<file path="src/rtl/conv_window_gen_pkg.sv">
// Shared types, constants and helper functions for the sliding-window generator.
// Latency: n/a. This file has no logic.
// Backpressure: n/a.
package conv_window_gen_pkg;

   // Default configuration. Each instance may override it through its own parameters.
   localparam int DEF_CL_IN  = 9;
   localparam int DEF_KERNEL = 3;
   localparam int DEF_N      = 4;
   localparam int DEF_IMG_W  = 16;
   localparam int DEF_IMG_H  = 16;

   // Widths for the default configuration.
   localparam int WIN_W = DEF_KERNEL * DEF_KERNEL * DEF_N;
   localparam int BUS_W = DEF_CL_IN * WIN_W;

   // Ceiling log2. The result is at least 1, so a counter always has one bit.
   function automatic int CLOG2(input int v);
      int r;
      r = 0;
      while ((1 << r) < v) r++;
      if (r == 0) r = 1;
      return r;
   endfunction

   // Width of one channel's packed window, for any configuration.
   function automatic int win_w(input int k, input int n);
      return k * k * n;
   endfunction

   // Width of the full window bus across all channels, for any configuration.
   function automatic int bus_w(input int cl, input int k, input int n);
      return cl * k * k * n;
   endfunction

   typedef enum logic {
      FILL   = 1'b0,
      STREAM = 1'b1
   } state_e;

endpackage

</file>
<file path="src/rtl/conv_window_gen_line_buffer.sv">
// One-row delay line: d_o shows the pixel written DEPTH accepted pixels earlier.
// Latency: read is combinational from the current slot; the slot is overwritten on the same edge.
// Backpressure: none. Advances only when en_i is high.
module conv_window_gen_line_buffer
   import conv_window_gen_pkg::*;
#(
   parameter int DEPTH = 16,
   parameter int W     = 4
) (
   input  logic         clk_i,
   input  logic         rst_ni,
   input  logic         en_i,
   input  logic [W-1:0] d_i,
   output logic [W-1:0] d_o
);
   localparam int            AW   = CLOG2(DEPTH);
   localparam logic [AW-1:0] LAST = AW'(DEPTH - 1);

   logic [W-1:0]  mem_q [DEPTH];
   logic [AW-1:0] ptr_q;

   // The slot under the pointer holds the oldest pixel. It is read before it is overwritten.
   assign d_o = mem_q[ptr_q];

   // Storage has no reset. Its contents are don't-care until a full row has been written.
   always_ff @(posedge clk_i) begin
      if (en_i) mem_q[ptr_q] <= d_i;
   end

   // Circular pointer. It wraps at DEPTH-1.
   always_ff @(posedge clk_i or negedge rst_ni) begin
      if (!rst_ni)   ptr_q <= '0;
      else if (en_i) ptr_q <= (ptr_q == LAST) ? '0 : ptr_q + 1'b1;
   end

endmodule

</file>
<file path="src/rtl/conv_window_gen.sv">
// Raster-scan to KERNELxKERNEL sliding-window generator (stride 1, no padding) for the CE array.
// Latency: window and en_out are registered one cycle after the edge that accepts the bottom-right pixel.
// Backpressure: none. en_in=0 bubbles freeze all state and hold data2conv.
module conv_window_gen
   import conv_window_gen_pkg::*;
#(
   parameter int CL_IN  = DEF_CL_IN,
   parameter int KERNEL = DEF_KERNEL,
   parameter int N      = DEF_N,
   parameter int IMG_W  = DEF_IMG_W,
   parameter int IMG_H  = DEF_IMG_H
) (
   input  logic                             clk,
   input  logic                             rst,
   input  logic [CL_IN*N-1:0]               d_in,
   input  logic                             en_in,
   input  logic                             sof,
   output logic [CL_IN*KERNEL*KERNEL*N-1:0] data2conv,
   output logic                             en_out,
   output logic                             frame_done
);
   localparam int            WW       = win_w(KERNEL, N);
   localparam int            BW       = bus_w(CL_IN, KERNEL, N);
   localparam int            CW       = CLOG2(IMG_W);
   localparam int            RW       = CLOG2(IMG_H);
   localparam logic [CW-1:0] COL_LAST = CW'(IMG_W - 1);
   localparam logic [RW-1:0] ROW_LAST = RW'(IMG_H - 1);
   localparam logic [CW-1:0] COL_KM1  = CW'(KERNEL - 1);
   localparam logic [RW-1:0] ROW_KM1  = RW'(KERNEL - 1);

   logic [CW-1:0] col_q, col_d, col_eff;
   logic [RW-1:0] row_q, row_d, row_eff;
   state_e        state_q, state_d, state_eff;
   logic          resync, last_pix, stream_now, emit;
   logic [BW-1:0] data2conv_q, win_d;
   logic          en_out_q, frame_done_q;

   // tap[ch][r] is the pixel entering window row r. Row KERNEL-1 is the live input.
   logic [N-1:0] tap  [CL_IN][KERNEL];
   logic [N-1:0] sh_q [CL_IN][KERNEL][KERNEL];
   logic [N-1:0] sh_d [CL_IN][KERNEL][KERNEL];

   // Chain KERNEL-1 row delays per channel. Each delay pushes a row one step further up the window.
   for (genvar ch = 0; ch < CL_IN; ch++) begin : g_ch
      assign tap[ch][KERNEL-1] = d_in[ch*N +: N];
      for (genvar j = 0; j < KERNEL - 1; j++) begin : g_lb
         conv_window_gen_line_buffer #(
            .DEPTH (IMG_W),
            .W     (N)
         ) u_lb (
            .clk_i  (clk),
            .rst_ni (rst),
            .en_i   (en_in),
            .d_i    (tap[ch][KERNEL-1-j]),
            .d_o    (tap[ch][KERNEL-2-j])
         );
      end
   end

   // Resolve the position of the pixel being accepted (sof forces 0,0), then choose the next counters and state.
   always_comb begin
      resync     = en_in && sof;
      col_eff    = resync ? '0 : col_q;
      row_eff    = resync ? '0 : row_q;
      state_eff  = resync ? FILL : state_q;
      last_pix   = (row_eff == ROW_LAST) && (col_eff == COL_LAST);
      // The pixel that starts row KERNEL-1 already counts as streaming. For KERNEL=1 this is every frame's first pixel.
      stream_now = (state_eff == STREAM) || ((row_eff == ROW_KM1) && (col_eff == '0));
      emit       = en_in && stream_now && (col_eff >= COL_KM1);
      col_d      = col_q;
      row_d      = row_q;
      state_d    = state_q;
      if (en_in) begin
         if (col_eff == COL_LAST) begin
            col_d = '0;
            row_d = (row_eff == ROW_LAST) ? '0 : row_eff + 1'b1;
         end else begin
            col_d = col_eff + 1'b1;
            row_d = row_eff;
         end
         if (last_pix && (KERNEL > 1)) state_d = FILL;
         else if (stream_now)          state_d = STREAM;
         else                          state_d = FILL;
      end
   end

   // Shift every window row left by one column, bring in the new tap column, and pack the result for the engine.
   always_comb begin
      win_d = '0;
      for (int ch = 0; ch < CL_IN; ch++) begin
         for (int r = 0; r < KERNEL; r++) begin
            for (int c = 0; c < KERNEL - 1; c++) sh_d[ch][r][c] = sh_q[ch][r][c+1];
            sh_d[ch][r][KERNEL-1] = tap[ch][r];
            for (int c = 0; c < KERNEL; c++) win_d[ch*WW + (r*KERNEL + c)*N +: N] = sh_d[ch][r][c];
         end
      end
   end

   // Column shift registers. Stale contents are flushed by the KERNEL pixels of each row that precede any window.
   always_ff @(posedge clk) begin
      if (en_in) sh_q <= sh_d;
   end

   // Counters, state and registered outputs.
   always_ff @(posedge clk or negedge rst) begin
      if (!rst) begin
         col_q        <= '0;
         row_q        <= '0;
         state_q      <= FILL;
         data2conv_q  <= '0;
         en_out_q     <= 1'b0;
         frame_done_q <= 1'b0;
      end else begin
         col_q        <= col_d;
         row_q        <= row_d;
         state_q      <= state_d;
         en_out_q     <= emit;
         frame_done_q <= emit && last_pix;
         if (emit) data2conv_q <= win_d;
      end
   end

   assign data2conv  = data2conv_q;
   assign en_out     = en_out_q;
   assign frame_done = frame_done_q;

endmodule

</file>
<file path="config.mk">
export PLATFORM = sky130hd
export DESIGN_NAME = conv_window_gen
export DESIGN_NICKNAME = d
export VERILOG_FILES = /design/src/rtl/conv_window_gen_pkg.sv /design/src/rtl/conv_window_gen_line_buffer.sv /design/src/rtl/conv_window_gen.sv
export SDC_FILE = /design/constraint.sdc
export NUM_CORES = 2
export LEC_CHECK = 0
export CORE_MARGIN = 2
export CORE_UTILIZATION = 45
export DETAILED_ROUTE_END_ITERATION = 8
export GPL_ROUTABILITY_DRIVEN = 0
export PLACE_DENSITY = 0.64
export SETUP_SLACK_MARGIN = 0.15
export SYNTH_ARGS = -nofsm -noshare
export SYNTH_HDL_FRONTEND = slang
export SYNTH_SLANG_ARGS = --single-unit
export TNS_END_PERCENT = 30
</file>
<file path="constraint.sdc">
create_clock -name clk -period 5.3 [get_ports clk]
set_input_delay 1.06 -clock clk [delete_from_list [all_inputs] [get_ports clk]]
set_output_delay 1.06 -clock clk [all_outputs]
set_load 0.05 [all_outputs]
</file>
==> results.yml <==
outcome:
  status: "completed"
detailed_routing:
  totalWireLength_mm: 138.4
  detailedRoute.firstIterationViolations: 2628
  via_per_inst: 5.331
  drt-wirelength-per-cell_um: 21.17
  drtAntennaViolNets: 0
  dr_total_vias: 34870
  drt_first_pass_iters: 6
  drc_errors: 0
yosys:
  synth_top_area_share_pct: 59.19
  postSynthCellCount: 3920
  yosysSeqAreaShare_pct: 73.87
  synth-seq-cells: 1775
  yosys.cell_types.count: 40
  post_synthesis_cell_area_um2: 69400
  mappedNetlistNets: 4037
  netlist_top_cells_area: "sky130_fd_sc_hd__edfxtp_1, sky130_fd_sc_hd__dfrtp_1, sky130_fd_sc_hd__mux4_2"
  synth_largest_area_cell: "sky130_fd_sc_hd__edfxtp_1"
  synth.yosys.warnings: 0
  async_reset_ff_share_pct: 22.93
  synth_enable_flop_cells: 1368
  synth_top_flop_cell: "sky130_fd_sc_hd__edfxtp_1"
  avg_inst_size_synth_um2: 17.70
timing:
  max_freq_ghz: 0.2692
  worst_pin_slew_ns: 1.292
  finalHoldViolCount: 0
  layout_worst_path_cycle_share_pct: 70.10
  setup_viol_count_final: 0
  setup_tns_ns: 0
  rsz_0062_raised_after_global_routing: "no"
  worst_clock_skew_ns: 0.08010
  post-route-worst-setup-slack_ns: 1.585
  report.final.slew_viol_count: 0
  finalWorstPathRequiredPeriod_ns: 3.715
  maxSlewHeadroom_pct: 13.53
pwr:
  leakagePower_nw: 29.58
  power_density_nw_per_um2: 514.8
  swShare_pct: 29.63
  combPwrFrac_pct: 21.4
  clkPwrFrac_pct: 30.5
  ir_drop_v: 0.0003051
  power_frac_seq_pct: 48.0
  post-layout-total-power_mw: 41.93
  power.switching_mw: 12.42
  power_report.internal_total_mw: 29.50
final_layout:
  area_delta_synth_final_pct: 17.36
  drive_gt1_share_pct: 18.08
  mostFrequentLayoutCell: "sky130_fd_sc_hd__edfxtp_1"
  final_cells: 6541
  antennaDiodeCount: 0
  num-nets-final: 4454
  fillCellCount: 12160
  commonest_cells_after_routing_fill_and_taps_aside: "sky130_fd_sc_hd__edfxtp_1, sky130_fd_sc_hd__nand2_1, sky130_fd_sc_hd__dfrtp_1, sky130_fd_sc_hd__clkdlybuf4s50_1, sky130_fd_sc_hd__mux4_2"
die:
  die_area_um2: 157400
  top_level_pins: 366
  die_x_um: 396.7
  core.rowCount: 144
  floorplan.die.height_um: 396.7
  core-area_um2: 153700
  effective_utilization_at_floorplan_pct: 45.16
worst_setup_path:
  max_stage_delay_ns: 0.67
  critical_path_buf_inv_count: 4
  worst-endpoint-arrival_ns: 4.39
  critical-path-top-delay-family: "buffers and inverters"
  critical_path_stages: 11
  critical_path.reg2reg.startpoint: "g_ch[7].g_lb[0].u_lb.ptr_q[3]"
  worstRegToRegCells: 4
  path_max_fanout: 38
  worst_setup_path_startpoint: "sof"
  reg2reg_to: "g_ch[7].g_lb[1].u_lb.mem_q[5][1]"
  cp-end-kind: "flip-flop"
  worst-r2r-setup-slack_ns: 2.24
  worstPathCellList: "clkdlybuf4s50_1 -> nand2_1 -> nand2_1 -> inv_1 -> ha_1 -> or4_1 -> o211ai_4 -> buf_4 -> buf_4 -> o21ai_0 -> o31ai_1"
  timing.setup.critical_path_class: "in -> reg"
  worstSetupStartpointType: "input port"
  critPathRequiredTime_ns: 5.98
  cp_slowest_cell: "sky130_fd_sc_hd__clkdlybuf4s50_1"
clock_network:
  cts_htree_levels: 4
  cts-hold-fix-buffers: 0
  cts_buffers: 183
  postCtsResizedCells: 0
  cts_buffer_depth: 3
  postCtsSetupBuffers: 0
  root_buffer: "sky130_fd_sc_hd__clkbuf_16"
  tritoncts_clock_tree: "built"
  insertion_delay_ns: 0.83
  numClockSinks: 1775
  clock_pin_slew_of_the_registers_on_the_worst_case_setup_and_hold_paths_ns: 0.06
min_path:
  min-delay-path-class: "in -> async"
global_route:
  grt_first_pass_wirelength_mm: 215.0
  grt_antenna_before_repair: 2
  groute.usage.overall_pct: 17.60
  first_global_vias: 36030
  overflow: 0
  grt_start_max_net_pins: 119
placed_design:
  dp.cells: 6196
  dpl_worst_slack_ns: 0.7698
  dp_hpwl_mm: 86.74
  io_buffers: 365
job:
  maxCapViolations: 0
-- power by group through the flow --
stage | Clock [mW] | Sequential (mW) | Combinational [mW]
floorplan | 0 | 19.2 | 7.08
global placement | 0 | 20.4 | 8.94
detailed placement | 0 | 20.4 | 9.11
CTS | 13.1 | 20.2 | 9.14
global route | 13.7 | 20.4 | 9.97
finish | 12.8 | 20.1 | 8.99
-- worst max-delay path by stage --
stage,endpoint,slack [ns]
4_1_cts,data2conv[59],1.63
3_3_place_gp,data2conv[298],0.84
3_5_place_dp,data2conv[22],0.77
6_report,data2conv[58],1.58
5_1_grt,data2conv[57],1.41
2_1_floorplan,data2conv[108],2.01
-- flip-flops by register name (all words and copies together), names as in the netlist --
register	count
en_out	1
g_ch.g_lb.u_lb.ptr_q	72
state_q	1
data2conv	324
col_q	4
sh_d	216
g_ch.g_lb.u_lb.mem_q	1152
row_q	4
frame_done	1
-- layer usage --
metal  global-route usage [%]  vias to the layer above  share of wire (%)
met1                    25.27                    18010                 45
met5                        0                        -                  0
met4                    4.746                        0                2.0
met2                    27.84                      869                 48
li1                         -                    15790                  -
met3                    3.190                      204                4.7
-- per-stage QoR --
| stage | util (%) | area (um^2) | hold WS, ns |
|---|---|---|---|
| finish | 52.99 | 81440 | 0.2693 |
| global placement | 48.98 | 75280 | 0.4244 |
| floorplan | - | 69400 | 0.4204 |
| CTS | 52.99 | 81440 | 0.2383 |
| detailed placement | 48.98 | 75280 | 0.4308 |
| global route | 52.99 | 81440 | 0.2749 |
-- synthesized netlist by cell type, types with 2 or more instances --
| cell type | number |
|---|---|
| sky130_fd_sc_hd__buf_2 | 52 |
| sky130_fd_sc_hd__buf_6 | 19 |
| sky130_fd_sc_hd__nand4_1 | 2 |
| sky130_fd_sc_hd__o21ai_0 | 115 |
| sky130_fd_sc_hd__mux4_2 | 288 |
| sky130_fd_sc_hd__o31ai_1 | 72 |
| sky130_fd_sc_hd__mux2_1 | 78 |
| sky130_fd_sc_hd__dfrtp_1 | 407 |
| sky130_fd_sc_hd__inv_1 | 36 |
| sky130_fd_sc_hd__nor3_1 | 51 |
| sky130_fd_sc_hd__edfxtp_1 | 1368 |
| sky130_fd_sc_hd__mux2_2 | 85 |
| sky130_fd_sc_hd__mux2_4 | 91 |
| sky130_fd_sc_hd__nand2b_1 | 34 |
| sky130_fd_sc_hd__nor2_1 | 256 |
| sky130_fd_sc_hd__nand2_1 | 414 |
| sky130_fd_sc_hd__ha_1 | 77 |
| sky130_fd_sc_hd__and3_1 | 156 |
| sky130_fd_sc_hd__xnor2_1 | 37 |
| sky130_fd_sc_hd__a21oi_1 | 20 |
| sky130_fd_sc_hd__a22o_1 | 2 |
| sky130_fd_sc_hd__and2_1 | 88 |
| sky130_fd_sc_hd__buf_1 | 15 |
| sky130_fd_sc_hd__clkinv_1 | 8 |
| sky130_fd_sc_hd__nand3_1 | 9 |
| sky130_fd_sc_hd__nor3b_1 | 5 |
| sky130_fd_sc_hd__clkbuf_1 | 111 |
| sky130_fd_sc_hd__o41ai_1 | 12 |
-- layout make-up --
cell class                 count  area (um^2)  share of cell area [%]
sequential                  1775        51260                   62.94
multi-input combinational   1903        17040                   20.92
clock buffer                 252         5122                   6.290
timing repair buffer         429         4244                   5.211
tap                         2044         2557                   3.140
clock inverter                93         1042                   1.280
inverter                      45        176.4                  0.2166
-- cells by family (layout without fill, tap and decap cells) --
logic type,count (synthesis),after routing,share of synthesized area [%]
AOI/OAI and AO/OA,228,228,2.025
xor gates and xnor gates,37,37,0.4670
adders and majority gates,77,77,1.388
buffers and inverters,242,819,1.608
DFF,1775,1775,73.87
muxes,542,542,13.96
and+or+nand+nor,1019,1019,6.682
Power figures use the tool's default switching activity.
